**src/rtl/colorfilter_px.sv**
```systemverilog
// colorfilter_px: 2-stage RGB dominance filter with per-frame pass counter.
// Define REJECT_GRAY_EN to output rejected pixels as grey instead of black.
module colorfilter_px #(
  parameter int C_W    = 4,
  parameter int ADDR_W = 17,
  parameter int THRESH = 2
) (
  input  logic              rst,
  input  logic              clk,
  input  logic              frame_start,
  input  logic              frame_end,
  input  logic              rgbmode,
  input  logic [2:0]        rgbfilter,
  input  logic [3*C_W-1:0]  px_in,
  input  logic              px_in_vld,
  input  logic [ADDR_W-1:0] px_in_addr,
  output logic [3*C_W-1:0]  px_out,
  output logic              px_out_vld,
  output logic [ADDR_W-1:0] px_out_addr,
  output logic [ADDR_W:0]   px_count,
  output logic              count_vld
);
  localparam int E_W = C_W + 2;
  logic [E_W-1:0] r, g, b, t;
  logic [2:0] dom, filt, s1_dom;
  logic [3*C_W-1:0] s1_px, rej;
  logic [ADDR_W-1:0] s1_addr;
  logic [ADDR_W:0] cnt;
  logic mode_rgb, s1_vld, fe_d, pass;
  assign r = E_W'(px_in[3*C_W-1 -: C_W]);
  assign g = E_W'(px_in[2*C_W-1 -: C_W]);
  assign b = E_W'(px_in[C_W-1:0]);
  assign t = E_W'(THRESH);
  assign dom = {r >= g + t && r >= b + t, g >= r + t && g >= b + t, b >= r + t && b >= g + t};
  // settings are frame-stable, so S2 can use the live registers directly
  assign pass = (filt == 3'b000) | ~mode_rgb | (|(filt & s1_dom));
`ifdef REJECT_GRAY_EN
  logic [E_W-1:0] y_sum;
  logic [C_W-1:0] s1_y;
  assign y_sum = r + (g << 1) + b;
  always_ff @(posedge clk or posedge rst)
    if (rst) s1_y <= '0;
    else s1_y <= y_sum[E_W-1:2];
  assign rej = {3{s1_y}};
`else
  assign rej = '0;
`endif
  always_ff @(posedge clk or posedge rst) begin
    if (rst) begin
      filt        <= 3'b000;
      mode_rgb    <= 1'b1;
      s1_px       <= '0;
      s1_addr     <= '0;
      s1_vld      <= 1'b0;
      s1_dom      <= '0;
      px_out      <= '0;
      px_out_addr <= '0;
      px_out_vld  <= 1'b0;
      fe_d        <= 1'b0;
      count_vld   <= 1'b0;
      px_count    <= '0;
      cnt         <= '0;
    end else begin
      if (frame_start) begin
        filt     <= rgbfilter;
        mode_rgb <= rgbmode;
      end
      s1_px       <= px_in;
      s1_addr     <= px_in_addr;
      s1_vld      <= px_in_vld;
      s1_dom      <= dom;
      px_out      <= pass ? s1_px : rej;
      px_out_addr <= s1_addr;
      px_out_vld  <= s1_vld;
      fe_d        <= frame_end;
      count_vld   <= fe_d;
      if (fe_d) px_count <= cnt;
      cnt <= frame_start ? '0 : (s1_vld && pass && !(&cnt)) ? cnt + 1'b1 : cnt;
    end
  end
endmodule

```
**config.mk**
```make
export PLATFORM = sky130hd
export DESIGN_NAME = colorfilter_px
export DESIGN_NICKNAME = d
export VERILOG_FILES = /design/src/rtl/colorfilter_px.sv
export SDC_FILE = /design/constraint.sdc
export NUM_CORES = 1
export LEC_CHECK = 0
export CAP_MARGIN = 20
export CELL_PAD_IN_SITES_DETAIL_PLACEMENT = 1
export CELL_PAD_IN_SITES_GLOBAL_PLACEMENT = 2
export CORE_MARGIN = 8
export CORE_UTILIZATION = 34
export DETAILED_ROUTE_END_ITERATION = 8
export GPL_TIMING_DRIVEN = 1
export PLACE_DENSITY = 0.9
export SYNTH_ARGS = -nofsm -noshare
export SYNTH_HDL_FRONTEND = slang
export SYNTH_SLANG_ARGS = --single-unit
export TNS_END_PERCENT = 50
```
**constraint.sdc**
```tcl
create_clock -name clk -period 5.2 [get_ports clk]
set_clock_uncertainty 0.15 [all_clocks]
set_input_delay 1.04 -clock clk [delete_from_list [all_inputs] [get_ports clk]]
set_output_delay 1.04 -clock clk [all_outputs]
set_load 0.01 [all_outputs]
```
Word level (Yosys, flattened, before mapping)

Index checks and enable logic that the tools add are counted.

Flip-flop bits (word level): 105
Input port bits: 38
Output and inout bits: 49
Logic and storage cells: 40

$add $sub $neg: 4
$lt $le $gt $ge: 6
Mux-type cells: 3
Bitwise gates (word level): 4
Reductions and logical operators: 10

Operators by type and width:

| operator                                                        | count |
|---|---|
| 18-bit 2-to-1 mux                                               | 2 |
| 18-bit by 1-bit adder with 18-bit output, second input constant | 1 |
| 4-bit by 6-bit >= comparator with 1-bit output                  | 3 |
| 18-bit AND reduction                                            | 1 |
| 4-bit by 2-bit adder with 5-bit output, second input constant   | 3 |
| 4-bit by 5-bit >= comparator with 1-bit output                  | 3 |
| 12-bit 2-to-1 mux                                               | 1 |
| 1-bit logical AND                                               | 5 |
| 3-bit AND                                                       | 1 |
| 3-bit zero test                                                 | 1 |
| 3-bit OR reduction                                              | 1 |
| 1-bit bitwise OR                                                | 2 |
| 2-bit nonzero test                                              | 1 |
| 1-bit zero test                                                 | 1 |
| 1-bit inverter                                                  | 1 |

Depth between registers and ports, before layout

Gate-level depths: netlist (run 1).

Depth in word-level cells: 7
Gate-level depth with buffers: 7
Depth with buffers taken out: 7

Worst setup path after synthesis (run 1)

No wires, ideal clock.

Kind: input to register
Start: input port px_in[0]
End: register s1_dom[0]
Library setup time: 65 ps
Data arrival time: 2300 ps
Data required time: 4985 ps
Slack: 2685 ps
Stages on the path: 7
Buffers on the path: 0
Cells stage by stage: inv_1 > ha_1 > nand2b_1 > a21oi_1 > maj3_1 > a221oi_1 > o211a_1

Cells in the longest elaborated chain, start to end: 2
Elaborated cells between the ends (all ways): 3
Those cells by class: 2 x order compare; 1 x reduce/logical

Ends and longest elaborated chain:

| what                                           | RTL line | source |
|---|---|---|
| start, declared                                | 14       | `input logic [3*C_W-1:0] px_in,` |
| 4-bit by 5-bit >= comparator with 1-bit output | 34       | `assign dom = {r >= g + t && r >= b + t, g >= r + t && g >= b + t, b >= r + t && b >= g + t};` |
| 1-bit logical AND *                            | 34       |  |
| named net dom[0]                               | 25       | `logic [2:0] dom, filt, s1_dom;` |
| end signal, assigned                           | 71       | `s1_dom <= dom;` |
| end, declared                                  | 25       |  |

The timed path passes the listed nets; every way through them passes the cells marked *.
A chain may end at the register's enable or synchronous reset.

Final worst setup path (run 1)

Same ends and word-level chain as after synthesis.

==> results of run 1 <==
-- through the flow --
step | power, uW | setup slack, ns
detailed placement | 1090 | 2.012
floorplan | 982.7 | 1.251
CTS | 1771 | 2.367
global placement | 1082 | 2.063
global route | 1832 | 2.237
finish | 1745 | 2.347
-- flip-flops by register name, indices dropped and copies added, names as in the netlist --
register     count
mode_rgb         1
px_count        18
fe_d             1
filt             3
count_vld        1
s1_dom           3
px_out          12
s1_addr         17
s1_vld           1
px_out_addr     17
s1_px           12
cnt             18
px_out_vld       1
-- power groups by stage --
stage               Clock [uW]  Combinational [uW]  Sequential (uW)
global route               734                 213              885
detailed placement           0                 194              896
CTS                        695                 195              881
floorplan                    0                82.5              900
finish                     672                 193              880
global placement             0                 188              894
-- area by class of cell --
type,count,share of cell area
clock buffers,11,0.04363
well taps,143,0.03354
inverters,15,0.01103
flip-flops and latches,105,0.4928
multi-input cells,167,0.2390
clock inverters,5,0.01196
repair buffers,88,0.1680
-- logic make-up (layout without fill, tap and decap cells) --
kind of cell | Yosys count | count (layout)
compound gates | 46 | 46
xor+xnor | 11 | 11
fa+ha+maj | 15 | 15
buf+inv | 23 | 119
flops | 105 | 105
mux | 23 | 23
simple gates | 72 | 72
-- metal layers --
| layer | part of all wire | vias up | GRT usage |
|---|---|---|---|
| met3 | 0.056 | 10 | 0.04000 |
| met5 | 0 | - | 0 |
| met2 | 0.49 | 58 | 0.2012 |
| li1 | - | 1227 | - |
| met4 | 0.019 | 0 | 0.05103 |
| met1 | 0.43 | 1341 | 0.1406 |
-- worst paths after layout --
| path | start | end | slack (ns) | cells after the start |
|---|---|---|---|---|
| worst max register to register | cnt[0]$_DFFE_PP0P_ | cnt[12]$_DFFE_PP0P_ | 2.71 | 6 |
| worst min register to register | s1_addr[6]$_DFF_PP0_ | px_out_addr[6]$_DFF_PP0_ | 0.20 | 0 |
| min in group asynchronous | rst | s1_addr[13]$_DFF_PP0_ | 0.85 | 2 |
| worst max-delay path | px_in[0] | s1_dom[0]$_DFF_PP0_ | 2.35 | 8 |
| worst min-delay path | s1_addr[6]$_DFF_PP0_ | px_out_addr[6]$_DFF_PP0_ | 0.20 | 0 |
| max in group asynchronous | rst | s1_addr[15]$_DFF_PP0_ | 3.07 | 4 |
-- cell usage in the layout, fill, tap and decap left out, types with 2 or more instances in the layout --
cell / synthesis / final
a211oi_1: 3 / 3
a21o_1: 2 / 2
a21oi_1: 19 / 19
a221oi_1: 5 / 5
and2_1: 13 / 13
and4_1: 6 / 6
clkbuf_1: 6 / 2
clkbuf_16: 0 / 9
clkdlybuf4s50_1: 0 / 86
clkinv_4: 0 / 2
dfrtp_1: 104 / 104
ha_1: 13 / 13
inv_1: 15 / 14
maj3_1: 2 / 2
mux2_2: 22 / 22
nand2_1: 7 / 7
nand2b_1: 6 / 6
nand3_1: 10 / 10
nand4_1: 8 / 8
nor2_1: 9 / 9
o21ai_0: 5 / 5
o221ai_1: 2 / 2
o31ai_1: 5 / 5
or3_1: 6 / 6
or4_1: 5 / 5
xnor2_1: 8 / 8
xor2_1: 3 / 3
==> impl_metrics.env, run 1 <==
export IMPL_synth_nets=346
export IMPL_syn_inst=295
export IMPL_finalSetupTns_ns=0
export IMPL_hold_viol=0
export IMPL_drtPass1Iterations=4
export IMPL_slew_viol_final=0
export IMPL_synthArstFlopShare=1.000
export IMPL_synth_top_cells_by_area="dfrtp_1 65%, mux2_2 6.2%, ha_1 4.1%, a21oi_1 2.4%, and2_1 2.0%"
export IMPL_antenna_found_initial=0
export IMPL_synth_compound_area_share=0.07856
export IMPL_p_leak_uw=0.002298
export IMPL_grt_ovfl_total=0
export IMPL_top_level_ports=87
export IMPL_crit_slowest_cell="clkdlybuf4s50_1"
export IMPL_yosysWarnings=0
export IMPL_cp_start_kind="primary input"
export IMPL_p_int_uw=1338
export IMPL_pwr_share_clk=0.385
export IMPL_track_usage=0.1213
export IMPL_first_iter_violations=161
export IMPL_grt_pass1_wl_um=15360
export IMPL_gp_congestion=0.8141
export IMPL_yosysSeqAreaShare=0.6576
export IMPL_cts_htree_levels=3
export IMPL_cts_buffers=9
export IMPL_synth_fa_ha_area_frac=0.04570
export IMPL_path_buf_inv=2
export IMPL_relSlewSlack=0.4124
export IMPL_fin_cells=534
export IMPL_netlist_area_leader_share=0.6510
export IMPL_cp_cell_sequence="clkdlybuf4s50_1 -> inv_1 -> ha_1 -> nand2b_1 -> a21oi_1 -> maj3_1 -> a221oi_1 -> o211a_1"
export IMPL_vdd_drop_max_uv=167.6
export IMPL_cp_slowest_stage_delay_ns=0.52
export IMPL_die_width_um=124.4
export IMPL_whs_ns=0.1981
export IMPL_critical_path_top_delay_family="adder cells"
export IMPL_multiInputGateArea_um2=1275
export IMPL_stdcell_area_um2=5334
export IMPL_initial_core_util=0.3486
export IMPL_required_ns=5.33
export IMPL_place_area_um2=5010
export IMPL_yosysMostFrequentCell="dfrtp_1"
export IMPL_worstSetupPathType="primary input to register"
export IMPL_core_um2=11470
export IMPL_clockRootBuffer="clkbuf_16"
export IMPL_dieArea_um2=15480
export IMPL_hold_buffers=0
export IMPL_route_detailed_drc=0
export IMPL_routed_wl_um=9099
export IMPL_p_per_area_nw_per_um2=327.2
export IMPL_yosys_top_cells_count="104 x dfrtp_1, 22 x mux2_2, 19 x a21oi_1, 15 x inv_1"
export IMPL_synth_simple_gate_area_frac=0.1061
export IMPL_setup_violations_final=0
export IMPL_yosys_area_top_type="dfrtp_1"
export IMPL_grt_start_max_net_pins=81
export IMPL_synth_mux_area_fraction=0.06448
export IMPL_seq_area_um2=2629
export IMPL_synth_ff_type="dfrtp_1"
export IMPL_status="completed"
export IMPL_rsz0062_at_grt="false"
export IMPL_die_h_um=124.4
export IMPL_avgRoutedWirePerCell_um=17.04
export IMPL_clk_latency_ns=0.34
export IMPL_tightest_slew_ns=0.8786
export IMPL_cts_num_sinks=105
export IMPL_synth_area_um2=3998
export IMPL_area_growth_syn_to_layout_pct=33.43
export IMPL_clk_pin_slew_ns=0.07
export IMPL_ant_nets=0
export IMPL_post_route_min_period_ns=2.853
export IMPL_synth_top_family_by_area="simple AND/OR/NAND/NOR gates"
export IMPL_synth_edf_count=0
export IMPL_via_per_inst=4.936
export IMPL_p_comb_frac=0.111
export IMPL_syn_area_per_cell_um2=13.55
export IMPL_ys_ff_latch=105
export IMPL_cts_resized=0
export IMPL_yosysUniqueCellTypes=35
export IMPL_io_buffer_count=86
export IMPL_cts_buffer_depth=2
export IMPL_fillerInstances=1191
export IMPL_switchingPower_uw=407.1
export IMPL_utilization=0.4651
export IMPL_postCtsSetupRepairBufs=0
export IMPL_period_share=0.5487
export IMPL_seq_power_share=0.504
export IMPL_cts_tree="yes"
export IMPL_fin_nets=437
export IMPL_max_freq_mhz=350.5
export IMPL_hp_class="register to register"
export IMPL_path_max_fanout=4
export IMPL_cp_end_kind="register"
export IMPL_drive_gt1_frac=0.1074
export IMPL_dpl_hpwl_um=6636
export IMPL_dpl_cell_count=517
export IMPL_max_cap_violations=0
export IMPL_grt_pass1_vias=2980
export IMPL_critPathArrivalTime_ns=2.99
export IMPL_synthXorXnorAreaFrac=0.02410
export IMPL_antennaDiodeCount=0
export IMPL_vias=2636
export IMPL_swShare=0.2333
export IMPL_rows=39
(Power assumes the default switching activity.)
==> run 2, diff against run 1 <==
CORE_UTILIZATION = 30   (was 34)
PLACE_DENSITY = 0.85   (was 0.9)
clock period = 2.5 ns   (was 5.2 ns; I/O delays follow)
==> run 2 against run 1 <==
Against the previous run: combinational power increased by 120%; wire length grew 4.0%; largest power group unchanged; design area rose by 2.0%; setup slack lost 2.1 ns.
==> impl_metrics.env, run 2 (same netlist as run 1, synthesis figures left out) <==
export IMPL_io_buffer_count=86
export IMPL_dpl_cell_count=562
export IMPL_place_area_um2=5155
export IMPL_status="completed"
export IMPL_clockRootBuffer="clkbuf_16"
export IMPL_antennaDiodeCount=0
export IMPL_vdd_drop_max_uv=297.9
export IMPL_path_max_fanout=9
export IMPL_routed_wl_um=9461
export IMPL_clk_pin_slew_ns=0.07
export IMPL_cp_end_kind="register"
export IMPL_seq_power_share=0.506
export IMPL_biggestRegsByFlops="cnt x18, px_count x18"
export IMPL_hold_viol=0
export IMPL_p_per_area_nw_per_um2=663.8
export IMPL_grt_pass1_wl_um=15840
export IMPL_critPathArrivalTime_ns=2.39
export IMPL_p_comb_frac=0.120
export IMPL_ant_nets=0
export IMPL_gp_congestion=0.8468
export IMPL_drive_gt1_frac=0.1368
export IMPL_first_iter_violations=134
export IMPL_tightest_slew_ns=0.8197
export IMPL_period_share=0.9065
export IMPL_max_cap_violations=0
export IMPL_switchingPower_uw=899.9
export IMPL_rows=42
export IMPL_avgRoutedWirePerCell_um=16.37
export IMPL_required_ns=2.62
export IMPL_clk_latency_ns=0.34
export IMPL_mostFrequentLayoutCells="104 x dfrtp_1, 86 x clkdlybuf4s50_1, 22 x mux2_2"
export IMPL_drtPass1Iterations=4
export IMPL_cts_tree="yes"
export IMPL_max_freq_mhz=441.2
export IMPL_power_uw=3611
export IMPL_dieArea_um2=17280
export IMPL_utilization=0.4141
export IMPL_p_leak_uw=0.002346
export IMPL_postCtsSetupRepairBufs=0
export IMPL_vias=2726
export IMPL_cp_start_kind="register"
export IMPL_cts_resized=0
export IMPL_hp_class="register to register"
export IMPL_core_um2=13140
export IMPL_area_growth_syn_to_layout_pct=36.09
export IMPL_die_width_um=131.4
export IMPL_rsz0062_at_grt="false"
export IMPL_slew_viol_final=0
export IMPL_top_level_ports=87
export IMPL_hold_buffers=0
export IMPL_post_route_min_period_ns=2.266
export IMPL_grt_ovfl_total=0
export IMPL_fin_cells=578
export IMPL_setup_violations_final=0
export IMPL_dpl_hpwl_um=7026
export IMPL_swShare=0.2492
export IMPL_antenna_found_initial=0
export IMPL_p_int_uw=2712
export IMPL_grt_pass1_vias=3053
export IMPL_stdcell_area_um2=5440
export IMPL_cts_buffers=9
export IMPL_cts_htree_levels=3
export IMPL_pwr_share_clk=0.375
export IMPL_worstSetupPathType="register to register"
export IMPL_route_detailed_drc=0
export IMPL_fillerInstances=1403
export IMPL_fin_nets=448
export IMPL_track_usage=0.1132
export IMPL_relSlewSlack=0.4536
export IMPL_cts_buffer_depth=2
export IMPL_grt_start_max_net_pins=106
export IMPL_cts_num_sinks=105
export IMPL_via_per_inst=4.716
export IMPL_initial_core_util=0.3043
export IMPL_layout_commonest_cell="dfrtp_1"
export IMPL_die_h_um=131.4
==> run 2: through the flow <==
stage               hold slack [ns]  setup TNS [ns]  worst slack (ns)
CTS                          0.1986               0            0.2168
detailed placement           0.1863         -0.2113           -0.1227
finish                       0.1951               0            0.2336
global route                 0.2082               0            0.1028
floorplan                    0.1812               0            0.3498
global placement             0.1820        -0.03603          -0.03603
==> run 2: layer usage <==
layer | global-route usage | part of all wire
met5 | 0 | 0
met4 | 0.04276 | 0.013
met3 | 0.03201 | 0.042
met2 | 0.1869 | 0.50
met1 | 0.1377 | 0.45
==> run 2: power by group through the flow <==
stage	registers [uW]	logic, uW	clock network (uW)
final	1830	432	1350
after global routing	1840	470	1470
after CTS	1830	442	1400
after detailed placement	1860	439	0
after global placement	1860	422	0
after floorplan	1870	172	0
==> run 2: layout make-up <==
type / count / area, um^2 / share of cell area
Multi-Input combinational cell: 167 / 1275 / 0.2344
Tap cell: 176 / 220.2 / 0.04048
Clock inverter: 7 / 60.06 / 0.01104
Sequential cell: 105 / 2629 / 0.4832
Inverter: 15 / 60.06 / 0.01104
Timing Repair Buffer: 99 / 970.9 / 0.1785
Clock buffer: 9 / 225.2 / 0.04140
==> run 2: worst paths after layout <==
check | start | end | slack [ns] | cells past startpoint
worst max-delay path | cnt[0]$_DFFE_PP0P_ | cnt[3]$_DFFE_PP0P_ | 0.23 | 7
worst min-delay path | s1_addr[7]$_DFF_PP0_ | px_out_addr[7]$_DFF_PP0_ | 0.20 | 0
worst max register to register | cnt[0]$_DFFE_PP0P_ | cnt[3]$_DFFE_PP0P_ | 0.23 | 7
worst min register to register | s1_addr[7]$_DFF_PP0_ | px_out_addr[7]$_DFF_PP0_ | 0.20 | 0
max in group asynchronous | rst | mode_rgb$_DFFE_PP1P_ | 1.27 | 3
min in group asynchronous | rst | px_out_addr[4]$_DFF_PP0_ | 0.53 | 3
==> run 2: worst max-delay path, cell delays in order (launching register included) <==
cell and delay (ns):
dfrtp_1 0.38, ha_1 0.24, and4_1 0.23, and4_1 0.24, a21o_1 0.29, buf_4 0.20, or3_1 0.31, a21oi_1 0.14
==> run 3, diff against run 2 <==
MAX_ROUTING_LAYER = met4   (was not set)
==> run 3 against run 2 <==
Against the previous run: clock power rose by 13%; sequential power is essentially flat; die area unchanged; total power grew 4.8%; highest routed layer unchanged; maximum frequency shrank 1.8%.
==> impl_metrics.env, run 3 (same netlist as run 1, synthesis figures left out) <==
export IMPL_relSlewSlack=0.4765
export IMPL_required_ns=2.64
export IMPL_tightest_slew_ns=0.7852
export IMPL_vias=2730
export IMPL_whs_ns=0.1982
export IMPL_routed_wl_um=9762
export IMPL_r2r_cells=7
export IMPL_track_usage=0.1214
export IMPL_area_growth_syn_to_layout_pct=37.09
export IMPL_mostFrequentLayoutCells="104 x dfrtp_1, 86 x clkdlybuf4s50_1, 22 x mux2_2"
export IMPL_grt_start_max_net_pins=106
export IMPL_rows=42
export IMPL_grt_pass1_wl_um=16350
export IMPL_cp_start_kind="primary input"
export IMPL_biggestRegsByFlops="cnt x18, px_count x18"
export IMPL_fin_nets=448
export IMPL_via_per_inst=4.723
export IMPL_antenna_found_initial=0
export IMPL_first_iter_violations=103
export IMPL_min_to="px_out_addr[7]$_DFF_PP0_"
export IMPL_layout_commonest_cell="dfrtp_1"
export IMPL_p_per_area_nw_per_um2=690.9
export IMPL_gp_congestion=0.8509
export IMPL_top_level_ports=87
export IMPL_hold_buffers=0
export IMPL_die_h_um=131.4
export IMPL_grt_pass1_vias=3087
export IMPL_fin_cells=578
export IMPL_dpl_cell_count=562
export IMPL_drtPass1Iterations=4
export IMPL_fillerInstances=1413
export IMPL_avgRoutedWirePerCell_um=16.89
export IMPL_path_max_fanout=2
export IMPL_hold_depth=0
export IMPL_hp_class="register to register"
export IMPL_ant_nets=0
export IMPL_hp_start="s1_addr[7]$_DFF_PP0_"
export IMPL_drive_gt1_frac=0.1368
export IMPL_grt_ovfl_total=0
export IMPL_place_area_um2=5155
export IMPL_cts_tree="yes"
export IMPL_regToRegStartpoint="cnt[0]$_DFFE_PP0P_"
export IMPL_dieArea_um2=17280
export IMPL_setup_violations_final=0
export IMPL_clk_pin_slew_ns=0.07
export IMPL_max_cap_violations=0
export IMPL_cp_startpoint="px_in[0]"
export IMPL_max_freq_mhz=433.1
export IMPL_cts_htree_levels=3
export IMPL_critPathArrivalTime_ns=2.45
export IMPL_postCtsSetupRepairBufs=0
export IMPL_initial_core_util=0.3043
export IMPL_die_width_um=131.4
export IMPL_cts_resized=0
export IMPL_r2r_end="cnt[3]$_DFFE_PP0P_"
export IMPL_cts_num_sinks=105
export IMPL_post_route_min_period_ns=2.309
export IMPL_dpl_hpwl_um=7088
export IMPL_stdcell_area_um2=5480
export IMPL_cp_end_kind="register"
export IMPL_antennaDiodeCount=0
export IMPL_vdd_drop_max_uv=336.6
export IMPL_route_detailed_drc=0
export IMPL_status="completed"
export IMPL_io_buffer_count=86
export IMPL_worstSetupPathType="primary input to register"
export IMPL_slew_viol_final=0
export IMPL_core_um2=13140
export IMPL_cts_buffer_depth=2
export IMPL_p_leak_uw=0.002357
export IMPL_cts_buffers=9
export IMPL_period_share=0.9235
export IMPL_clockRootBuffer="clkbuf_16"
export IMPL_rsz0062_at_grt="false"
export IMPL_r2r_slack_ns=0.20
export IMPL_clk_latency_ns=0.35
export IMPL_hold_viol=0
==> run 3: changes by cell type in the layout (fill, tap and decap cells not counted), sizes merged <==
cell,before,now
clkinvlp,1,3
inv,18,16
bufinv,0,2
clkinv,3,1
==> run 3: layout make-up <==
type,count,area (um^2),area share
Multi-Input combinational cell,167,1275,0.2326
Tap cell,176,220.2,0.04018
Timing Repair Buffer,99,970.9,0.1772
Clock buffer,9,225.2,0.04110
Clock inverter,7,100.1,0.01826
Inverter,15,60.06,0.01096
Sequential cell,105,2629,0.4797
==> run 3: per-layer routing <==
| metal | up-vias | share of wire | global-route usage | routed length [um] |
|---|---|---|---|---|
| li1 | 1249 | - | - | - |
| met3 | 15 | 0.044 | 0.03354 | 432 |
| met1 | 1404 | 0.44 | 0.1415 | 4263 |
| met2 | 62 | 0.50 | 0.1929 | 4892 |
| met5 | - | 0 | - | 0 |
| met4 | 0 | 0.018 | 0.05424 | 174 |
==> run 3: how the worst max path moves through the flow <==
stage / to / slack (ns)
global route: s1_dom[0]$_DFF_PP0_ / 0.04
detailed placement: s1_dom[0]$_DFF_PP0_ / -0.15
finish: s1_dom[0]$_DFF_PP0_ / 0.19
global placement: s1_dom[0]$_DFF_PP0_ / -0.04
CTS: cnt[3]$_DFFE_PP0P_ / 0.18
floorplan: cnt[6]$_DFFE_PP0P_ / 0.35
==> run 3: metrics by stage <==
stage                     TNS [ns]  setup slack (ns)    util  total power, uW
final                            0            0.1913  0.4171             3786
after global routing             0           0.04230  0.4171             3954
after CTS                        0            0.1817  0.4171             3857
after detailed placement   -0.2573           -0.1530  0.3924             2303
after global placement    -0.04482          -0.04482  0.3924             2281
after floorplan                  0            0.3498       -             2044
==> run 3: where the power goes <==
| group | switching, uW | internal (uW) |
|---|---|---|
| sequential | 39.5 | 1790 |
| clock | 640 | 886 |
| combinational | 204 | 230 |
| total | 884 | 2900 |
==> run 3: critical path, stage by stage <==
cell             delay (ns)
clkdlybuf4s50_1        0.50
inv_1                  0.07
ha_1                   0.29
nand2b_1               0.11
a21oi_1                0.08
maj3_1                 0.39
a221oi_1               0.31
o211a_1                0.19
